<file path="src/rtl/pio_keyboard_in_irq.sv">
// Avalon-MM input PIO for front-panel switches and keys.
// Each input bit passes through a synchroniser, a debounce filter, an edge
// detector and a sticky edge-capture register. A per-bit mask turns captured
// edges into a level interrupt for the CPU.
module pio_keyboard_in_irq #(
  parameter int WIDTH           = 6,
  parameter int SYNC_STAGES     = 2,
  parameter int DEBOUNCE_CYCLES = 50000,
  parameter int EDGE_TYPE       = 2
) (
  input  logic              clk,
  input  logic              reset_n,
  input  logic [1:0]        address,
  input  logic              chipselect,
  input  logic              write_n,
  input  logic [31:0]       writedata,
  input  logic [WIDTH-1:0]  in_port,
  output logic [31:0]       readdata,
  output logic              irq
);

  localparam int CNT_W = $clog2(DEBOUNCE_CYCLES + 1);
  localparam logic [CNT_W-1:0] CNT_LAST = CNT_W'(DEBOUNCE_CYCLES - 1);
  localparam logic [CNT_W-1:0] CNT_ONE  = CNT_W'(1);

  localparam logic [1:0] ADDR_DATA = 2'd0;
  localparam logic [1:0] ADDR_MASK = 2'd1;
  localparam logic [1:0] ADDR_EDGE = 2'd3;

  // Zero-extend a WIDTH-bit register to the 32-bit bus.
  function automatic logic [31:0] zext(input logic [WIDTH-1:0] v);
    logic [31:0] r;
    r = '0;
    r[WIDTH-1:0] = v;
    return r;
  endfunction

  // Selects which transitions of the debounced value count as an event.
  function automatic logic [WIDTH-1:0] edge_select(input logic [WIDTH-1:0] rise,
                                                   input logic [WIDTH-1:0] fall);
    logic [WIDTH-1:0] r;
    case (EDGE_TYPE)
      0:       r = rise;
      1:       r = fall;
      default: r = rise | fall;
    endcase
    return r;
  endfunction

  logic [WIDTH-1:0] sync_p [SYNC_STAGES];
  logic [WIDTH-1:0] sync_out;
  logic [CNT_W-1:0] db_cnt [WIDTH];
  logic [WIDTH-1:0] stable;
  logic [WIDTH-1:0] stable_prev;
  logic [WIDTH-1:0] rise;
  logic [WIDTH-1:0] fall;
  logic [WIDTH-1:0] edge_hit;
  logic [WIDTH-1:0] irqmask;
  logic [WIDTH-1:0] edgecapture;
  logic [WIDTH-1:0] clr_bits;
  logic             wr_en;
  logic             wr_mask;
  logic             wr_edge;
  logic             unused_wdata;

  // Upper write-data bits beyond WIDTH carry no meaning.
  assign unused_wdata = ^writedata;

  // ---- stage: metastability synchroniser ----
  // Shift raw inputs through a SYNC_STAGES-deep flop chain.
  always_ff @(posedge clk or negedge reset_n) begin
    if (!reset_n) begin
      for (int s = 0; s < SYNC_STAGES; s++) begin
        sync_p[s] <= '0;
      end
    end else begin
      sync_p[0] <= in_port;
      for (int s = 1; s < SYNC_STAGES; s++) begin
        sync_p[s] <= sync_p[s-1];
      end
    end
  end

  assign sync_out = sync_p[SYNC_STAGES-1];

  // ---- stage: debounce filter ----
  // Per bit: the stable value only follows the synchronised input after it
  // has disagreed for DEBOUNCE_CYCLES consecutive cycles; any agreement in
  // between restarts the count.
  always_ff @(posedge clk or negedge reset_n) begin
    if (!reset_n) begin
      stable <= '0;
      for (int i = 0; i < WIDTH; i++) begin
        db_cnt[i] <= '0;
      end
    end else begin
      for (int i = 0; i < WIDTH; i++) begin
        if (sync_out[i] == stable[i]) begin
          db_cnt[i] <= '0;
        end else if (db_cnt[i] == CNT_LAST) begin
          stable[i] <= sync_out[i];
          db_cnt[i] <= '0;
        end else begin
          db_cnt[i] <= db_cnt[i] + CNT_ONE;
        end
      end
    end
  end

  // ---- stage: edge detection ----
  // Remember last cycle's stable value to expose transitions.
  always_ff @(posedge clk or negedge reset_n) begin
    if (!reset_n) begin
      stable_prev <= '0;
    end else begin
      stable_prev <= stable;
    end
  end

  assign rise     = stable & ~stable_prev;
  assign fall     = ~stable & stable_prev;
  assign edge_hit = edge_select(rise, fall);

  // Bus write decode; writes to DATA and the reserved slot are dropped.
  assign wr_en    = chipselect & ~write_n;
  assign wr_mask  = wr_en && (address == ADDR_MASK);
  assign wr_edge  = wr_en && (address == ADDR_EDGE);
  assign clr_bits = wr_edge ? writedata[WIDTH-1:0] : '0;

  // ---- stage: capture and mask registers ----
  // Interrupt mask register, written directly from the bus.
  always_ff @(posedge clk or negedge reset_n) begin
    if (!reset_n) begin
      irqmask <= '0;
    end else if (wr_mask) begin
      irqmask <= writedata[WIDTH-1:0];
    end
  end

  // Sticky capture with write-1-to-clear; a new edge beats a clear on the
  // same bit so no event is lost.
  always_ff @(posedge clk or negedge reset_n) begin
    if (!reset_n) begin
      edgecapture <= '0;
    end else begin
      edgecapture <= (edgecapture & ~clr_bits) | edge_hit;
    end
  end

  // Level interrupt from registered state only, no bus-input path.
  assign irq = |(edgecapture & irqmask);

  // ---- stage: registered read port ----
  // Read mux is registered every cycle regardless of chipselect.
  always_ff @(posedge clk or negedge reset_n) begin
    if (!reset_n) begin
      readdata <= '0;
    end else begin
      case (address)
        ADDR_DATA: readdata <= zext(stable);
        ADDR_MASK: readdata <= zext(irqmask);
        ADDR_EDGE: readdata <= zext(edgecapture);
        default:   readdata <= '0;
      endcase
    end
  end

endmodule

</file>
<file path="config.mk">
export PLATFORM = sky130hd
export DESIGN_NAME = pio_keyboard_in_irq
export DESIGN_NICKNAME = d
export VERILOG_FILES = /design/src/rtl/pio_keyboard_in_irq.sv
export SDC_FILE = /design/constraint.sdc
export NUM_CORES = 1
export LEC_CHECK = 0
export ABC_AREA = 1
export CORE_ASPECT_RATIO = 2
export CORE_UTILIZATION = 30
export DETAILED_ROUTE_END_ITERATION = 7
export PLACE_DENSITY = 0.5
export SLEW_MARGIN = 20
export SYNTH_ARGS = -nofsm -noshare
export SYNTH_HDL_FRONTEND = slang
export SYNTH_SLANG_ARGS = --single-unit
export TNS_END_PERCENT = 10
</file>
<file path="constraint.sdc">
create_clock -name clk -period 2.75 [get_ports clk]
set_input_delay 0.55 -clock clk [delete_from_list [all_inputs] [get_ports clk]]
set_output_delay 0.55 -clock clk [all_outputs]
set_load 0.03 [all_outputs]
</file>
==> run metrics, run 1 <==
largest net degree at the start of global routing=57; dpl hpwl=12400 um; die width=111 um; Top Usage Layer GRT=met2; Achievable Freq=411 MHz; Num CTS Buffers=17; DR vias=between 5000 and 6000; post-placement cell area=about 7600 um^2; FFs w/ async S/R, synth=1.00; final setup fails=0; cells resized by post-CTS repair=0; number of diodes=0; DRT Pass-1 Iters=8; FF-to-FF Start=db_cnt[0]$_DFF_PN0_; final hold violations=0; vias in the first global route=~5700; Storage cell area=3450 um^2; Main synth FF type=dfrtp_1; FF+latch count, synth=between 100 and 150; Pins Over Slew Limit=0; number of enable flip-flop cells after synthesis=0; GR Util met3=0.0336; Starting DRT DRC Count=about 180; Routability Congestion=roughly 0.8; maximum clock path buffer count=2; initial antenna violation count=0; yosys warns=0; Critical path origin=irqmask[4]$_DFFE_PN0P_; Clock Latency Late Sink=~430 ps; Max Cap Violations=0; post-synth cell types=26; # DRC=17; clock sinks=about 140; fin area=~8000 um^2; Non-Filler Instances=roughly 1300; top cell type by total area after synthesis=dfrtp_1; post-synth top area share=0.485; port bufs=24; TritonCTS clock tree=yes; leakage power=between 3 and 4 nW; Setup crit start kind=flop; Via density=4.49; Row Count=79; violated checks=design-rule violations; Area Growth Syn to Fin=14.6%; synthesized area per cell=roughly 7.8 um^2; final worst path period need=between 2000 and 2500 ps; Filler Cell Count=between 2000 and 2500; HP Class=flop to flop; grt ovf=0; CP Capture Type=output pin; CTS Hold Buffers Added=1; PwrDens=between 500 and 600 nW/um^2; Ports=77; peak supply drop=394 uV; met2 usage=0.280; Synth Cell Area=approximately 7100 um^2; layout net count=around 1000; multi-input logic area=between 3000 and 4000 um^2; die height=220 um; cell count after placement=around 1200; maximum level of the CTS H-tree=4; Worst Path Arrival=approximately 1900 ps; clk root buf=clkbuf_16; Worst Path Required=~2200 ps; Max Clock Skew=between 6 and 7 ps; setup_tns=0 ps; layout cell share with drive strength beyond 1=0.0505; Min Hold Slack=351 ps; first-pass GRT wire length=27200 um; synth top area cells=dfrtp_1 48%, nor2_1 11%, nand2_1 10%, inv_1 5.9%, nand3_1 5.5%; Total Routing Usage GR=0.146; DRT Wirelength=roughly 16000 um; Clk pin slew, worst setup/hold paths=around 60 ps; setup bufs post-CTS=0; die area=24400 um^2; Tot Pwr=4.56 mW; Worst Reg2Reg Path Length in Cells=6; critical path class=flop to output pin; worst reg2reg path endpoint=db_cnt[3]$_DFF_PN0_; worst reg2reg setup slack=1110 ps; GR met1 Demand/Resource=0.140; Antenna Nets Post-Route=0; Worst setup endpoint=irq; Period Utilization, post-route=0.885; Seq/Total Area, Yosys=0.485; status=finished, violations left; gate count of the mapped netlist=~920; unrepaired setup endpoints after global routing=no; Avg WL per Cell=approximately 13 um; CP Max Fanout=3; core area=23300 um^2; initial core utilization=0.305
==> worst max-delay path, stage by stage, from the launching register on <==
cell	delay (ps)
dfrtp_1	400
a22o_1	240
a21oi_1	130
nand2_1	70
clkdlybuf4s50_1	620
==> synthesized netlist by cell type (2+ instances only) <==
| cell type | instances |
|---|---|
| nor2_1 | 212 |
| nand2_1 | 198 |
| dfrtp_1 | 138 |
| inv_1 | 112 |
| nand3_1 | 78 |
| buf_4 | 27 |
| xnor2_1 | 23 |
| nand4_1 | 19 |
| xor2_1 | 19 |
| a21oi_1 | 18 |
| o21ai_0 | 17 |
| nor3_1 | 15 |
| ha_1 | 6 |
| nor3_2 | 6 |
| xor2_2 | 6 |
| a31oi_1 | 5 |
| inv_2 | 5 |
| nand2_2 | 3 |
| a22o_1 | 2 |
| buf_2 | 2 |
| nor3b_1 | 2 |
==> per-stage QoR <==
stage | utilization | setup slack, ps
after floorplan | - | 1310
after global placement | 0.327 | 616
after detailed placement | 0.327 | 614
after CTS | 0.350 | 282
after global routing | 0.350 | 220
final | 0.350 | 315
==> cell type report <==
cell class              count  share of cell area
well taps                 283              0.0434
repair buffers             28              0.0351
clock inverters             4             0.00552
inverters                 117              0.0538
flip-flops and latches    138               0.423
multi-input cells         659               0.381
clock buffers              24              0.0578
==> logic make-up (layout without fill, tap and decap cells) <==
| group | after synthesis | after routing | share of synthesized area |
|---|---|---|---|
| buffers and inverters | 146 | 173 | 0.0915 |
| and+or+nand+nor | 535 | 535 | 0.314 |
| DFF | 138 | 138 | 0.485 |
| adders and majority gates | 6 | 6 | 0.0105 |
| AOI/OAI and AO/OA | 44 | 44 | 0.0332 |
| xor gates and xnor gates | 48 | 48 | 0.0653 |
| other | 1 | 26 | 0.000526 |
==> sequential cells by signal, summed over array words and instances, names as in the netlist <==
name	flops
db_cnt	96
edgecapture	6
irqmask	6
readdata	6
stable	6
stable_prev	6
sync_out	6
sync_p	6
==> placed cells by master, fill, tap and decap left out, types with 5 or more instances in the layout <==
| cell | synthesis | final |
|---|---|---|
| nor2_1 | 212 | 212 |
| nand3_1 | 78 | 78 |
| a21oi_1 | 18 | 18 |
| inv_2 | 5 | 5 |
| xor2_2 | 6 | 6 |
| a31oi_1 | 5 | 5 |
| inv_1 | 112 | 112 |
| xnor2_1 | 23 | 23 |
| nor3_1 | 15 | 15 |
| o21ai_0 | 17 | 17 |
| nand4_1 | 19 | 19 |
| clkdlybuf4s50_1 | 0 | 23 |
| dfrtp_1 | 138 | 138 |
| ha_1 | 6 | 6 |
| clkbuf_1 | 0 | 5 |
| conb_1 | 1 | 26 |
| nand2_1 | 198 | 198 |
| clkbuf_16 | 0 | 17 |
| xor2_1 | 19 | 19 |
| nor3_2 | 6 | 6 |
==> worst min-delay path by stage <==
stage                              start                     to  slack, ps  cells after the start
CTS                 sync_p[10]$_DFF_PN0_  sync_out[4]$_DFF_PN0_        350                      0
global route        sync_p[10]$_DFF_PN0_  sync_out[4]$_DFF_PN0_        370                      0
floorplan                        reset_n    db_cnt[0]$_DFF_PN0_        250                      0
finish              sync_p[10]$_DFF_PN0_  sync_out[4]$_DFF_PN0_        350                      0
global placement    sync_p[10]$_DFF_PN0_  sync_out[4]$_DFF_PN0_        330                      0
detailed placement  sync_p[10]$_DFF_PN0_  sync_out[4]$_DFF_PN0_        340                      0
==> layer usage <==
metal | up-vias | wire length, um
li1 | 2893 | -
met1 | 2576 | 6000
met2 | 112 | 9000
met3 | 39 | 595
met4 | 0 | 604
met5 | - | 0
==> power by group <==
group	switching (mW)	internal (mW)	total (mW)
sequential	0.0580	2.11	2.16
clock	0.799	1.26	2.06
combinational	0.222	0.110	0.332
Power figures use the tool's default switching activity.
==> inputs of run 2 (changes only) <==
Settings changed: SETUP_SLACK_MARGIN set to 0.5.
==> run 2 against run 1 <==
  * Highest routed layer unchanged
  * Setup slack gained 410 ps
  * Final area about the same
  * Total power fell by 0.13%
  * Utilization hardly changed
  * Flip-flop and latch count stayed put
  * Largest power group unchanged
  * Clock skew unchanged
  * Hold slack unchanged
  * The run still ends with design-rule violations left
  * Sequential share of layout area hardly changed
  * Register-to-register slack barely moved
  * Cell count stayed put
==> run metrics, run 2 (synthesis results as in run 1) <==
crit-path cells=clkdlybuf4s50_1; Clock Latency Late Sink=around 430 ps; DR vias=5620; PwrDens=about 560 nW/um^2; critical path class=flop to output pin; Setup WS post-layout=between 700 and 800 ps; final hold violations=0; max FFs per register=96; clk root buf=clkbuf_16; largest net degree at the start of global routing=between 50 and 60; peak supply drop=slightly below 400 uV; Seq pwr share=0.475; setup_tns=0 ps; leakage power=between 3 and 4 nW; Non-Filler Instances=1253; Num CTS Buffers=17; vias in the first global route=5685; Most flops, register=db_cnt; die width=111 um; Period Utilization, post-route=0.736; port bufs=24; switching pwr=~1.1 mW; Place WS=just over 600 ps; Crit path max-delay family=buffers and inverters; final worst path period need=~2000 ps; Antenna Nets Post-Route=0; Pins Over Slew Limit=0; DRT Wirelength=16200 um; Avg WL per Cell=12.9 um; Via density=approximately 4.5; Min Hold Slack=between 300 and 400 ps; # DRC=17; slowest stage cell on the critical path=clkdlybuf4s50_1; Max Clock Skew=around 6.6 ps; Starting DRT DRC Count=between 150 and 200; grt ovf=0; Total Routing Usage GR=0.146; cell count after placement=roughly 1200; final setup fails=0; internal power=~3.5 mW; Tot Pwr=~4.6 mW; CP bufs+invs=1; CP Capture Type=output pin; first-pass GRT wire length=roughly 27000 um; layout net count=about 1000; Worst Path Required=2200 ps; CP Max Fanout=1; setup bufs post-CTS=0; unrepaired setup endpoints after global routing=no; clock sinks=around 140; Setup crit start kind=flop; layout cell share with drive strength beyond 1=0.0515; DRT Pass-1 Iters=8; Achievable Freq=between 400 and 500 MHz; maximum clock path buffer count=2; dpl hpwl=12400 um; commonest non-fill, non-tap cell in the layout=nor2_1; Row Count=79; initial core utilization=0.305; HP Class=flop to flop; most frequent cells in the layout=212 x nor2_1, 198 x nand2_1, 138 x dfrtp_1; TritonCTS clock tree=yes; core area=around 23000 um^2; status=finished, violations left; die area=24400 um^2; Ports=77; violated checks=design-rule violations; maximum level of the CTS H-tree=4; Area Growth Syn to Fin=14.5%; Worst Path Arrival=1480 ps; Clk pin slew, worst setup/hold paths=roughly 60 ps; worst stage delay on the critical path=between 600 and 700 ps; number of diodes=0; initial antenna violation count=0; die height=220 um; Max Cap Violations=0; Sw Share=0.237; Clk pwr share=0.453; Routability Congestion=0.818; Comb power frac=0.072
==> run 2: cell types whose count changed in the layout (fill, tap and decap cells not counted), sizes merged <==
cell,before,now
clkbuf,24,25
clkdlybuf4s50,23,22
==> run 2: stage by stage <==
stage	area [um^2]	utilization
global route	8160	0.350
floorplan	7220	-
CTS	8160	0.350
detailed placement	7640	0.327
finish	8160	0.350
global placement	7640	0.327
==> run 2: final timing paths <==
| kind | slack, ps | endpoint | depth (start not counted) | startpoint |
|---|---|---|---|---|
| max in group asynchronous | 1500 | readdata[0]$_DFF_PN0_ | 3 | reset_n |
| hold / removal | 350 | sync_out[4]$_DFF_PN0_ | 0 | sync_p[10]$_DFF_PN0_ |
| setup / recovery | 720 | readdata[3] | 1 | readdata[3]$_DFF_PN0_ |
| min in group asynchronous | 580 | db_cnt[11]$_DFF_PN0_ | 2 | reset_n |
| setup reg to reg | 1110 | db_cnt[3]$_DFF_PN0_ | 6 | db_cnt[0]$_DFF_PN0_ |
| hold reg to reg | 350 | sync_out[4]$_DFF_PN0_ | 0 | sync_p[10]$_DFF_PN0_ |
==> run 2: routing by layer <==
layer,part of all wire,global-route usage,up-vias,wire length (um)
met3,0.037,0.0336,39,595
met5,0,0,-,0
met1,0.37,0.140,2576,6010
met2,0.56,0.280,112,9000
met4,0.037,0.0909,0,604
li1,-,-,2893,-
==> run 2: power by group through the flow <==
stage / clock [mW] / combinational (mW) / sequential, mW
finish: 2.06 / 0.326 / 2.16
detailed placement: 0 / 0.340 / 2.20
global placement: 0 / 0.335 / 2.20
floorplan: 0 / 0.208 / 2.20
CTS: 2.15 / 0.338 / 2.16
global route: 2.24 / 0.368 / 2.17
==> run 2: timing repair <==
item                                    in CTS  in global routing
hold buffers                                 1                  0
hold endpoints to repair                     1                  0
endpoints found under the setup margin       1                  1
gates resized for setup                      1                  2
gates cloned                                 0                  0
pin swaps                                    0                  0
==> run 2: area by class of cell <==
cell class | count | area (um^2)
clock buffer | 24 | 472
clock inverter | 4 | 45.0
fill | 2480 | 15200
inverter | 117 | 439
multi-input combinational | 659 | 3110
sequential | 138 | 3450
tap | 283 | 354
timing repair buffer | 28 | 282
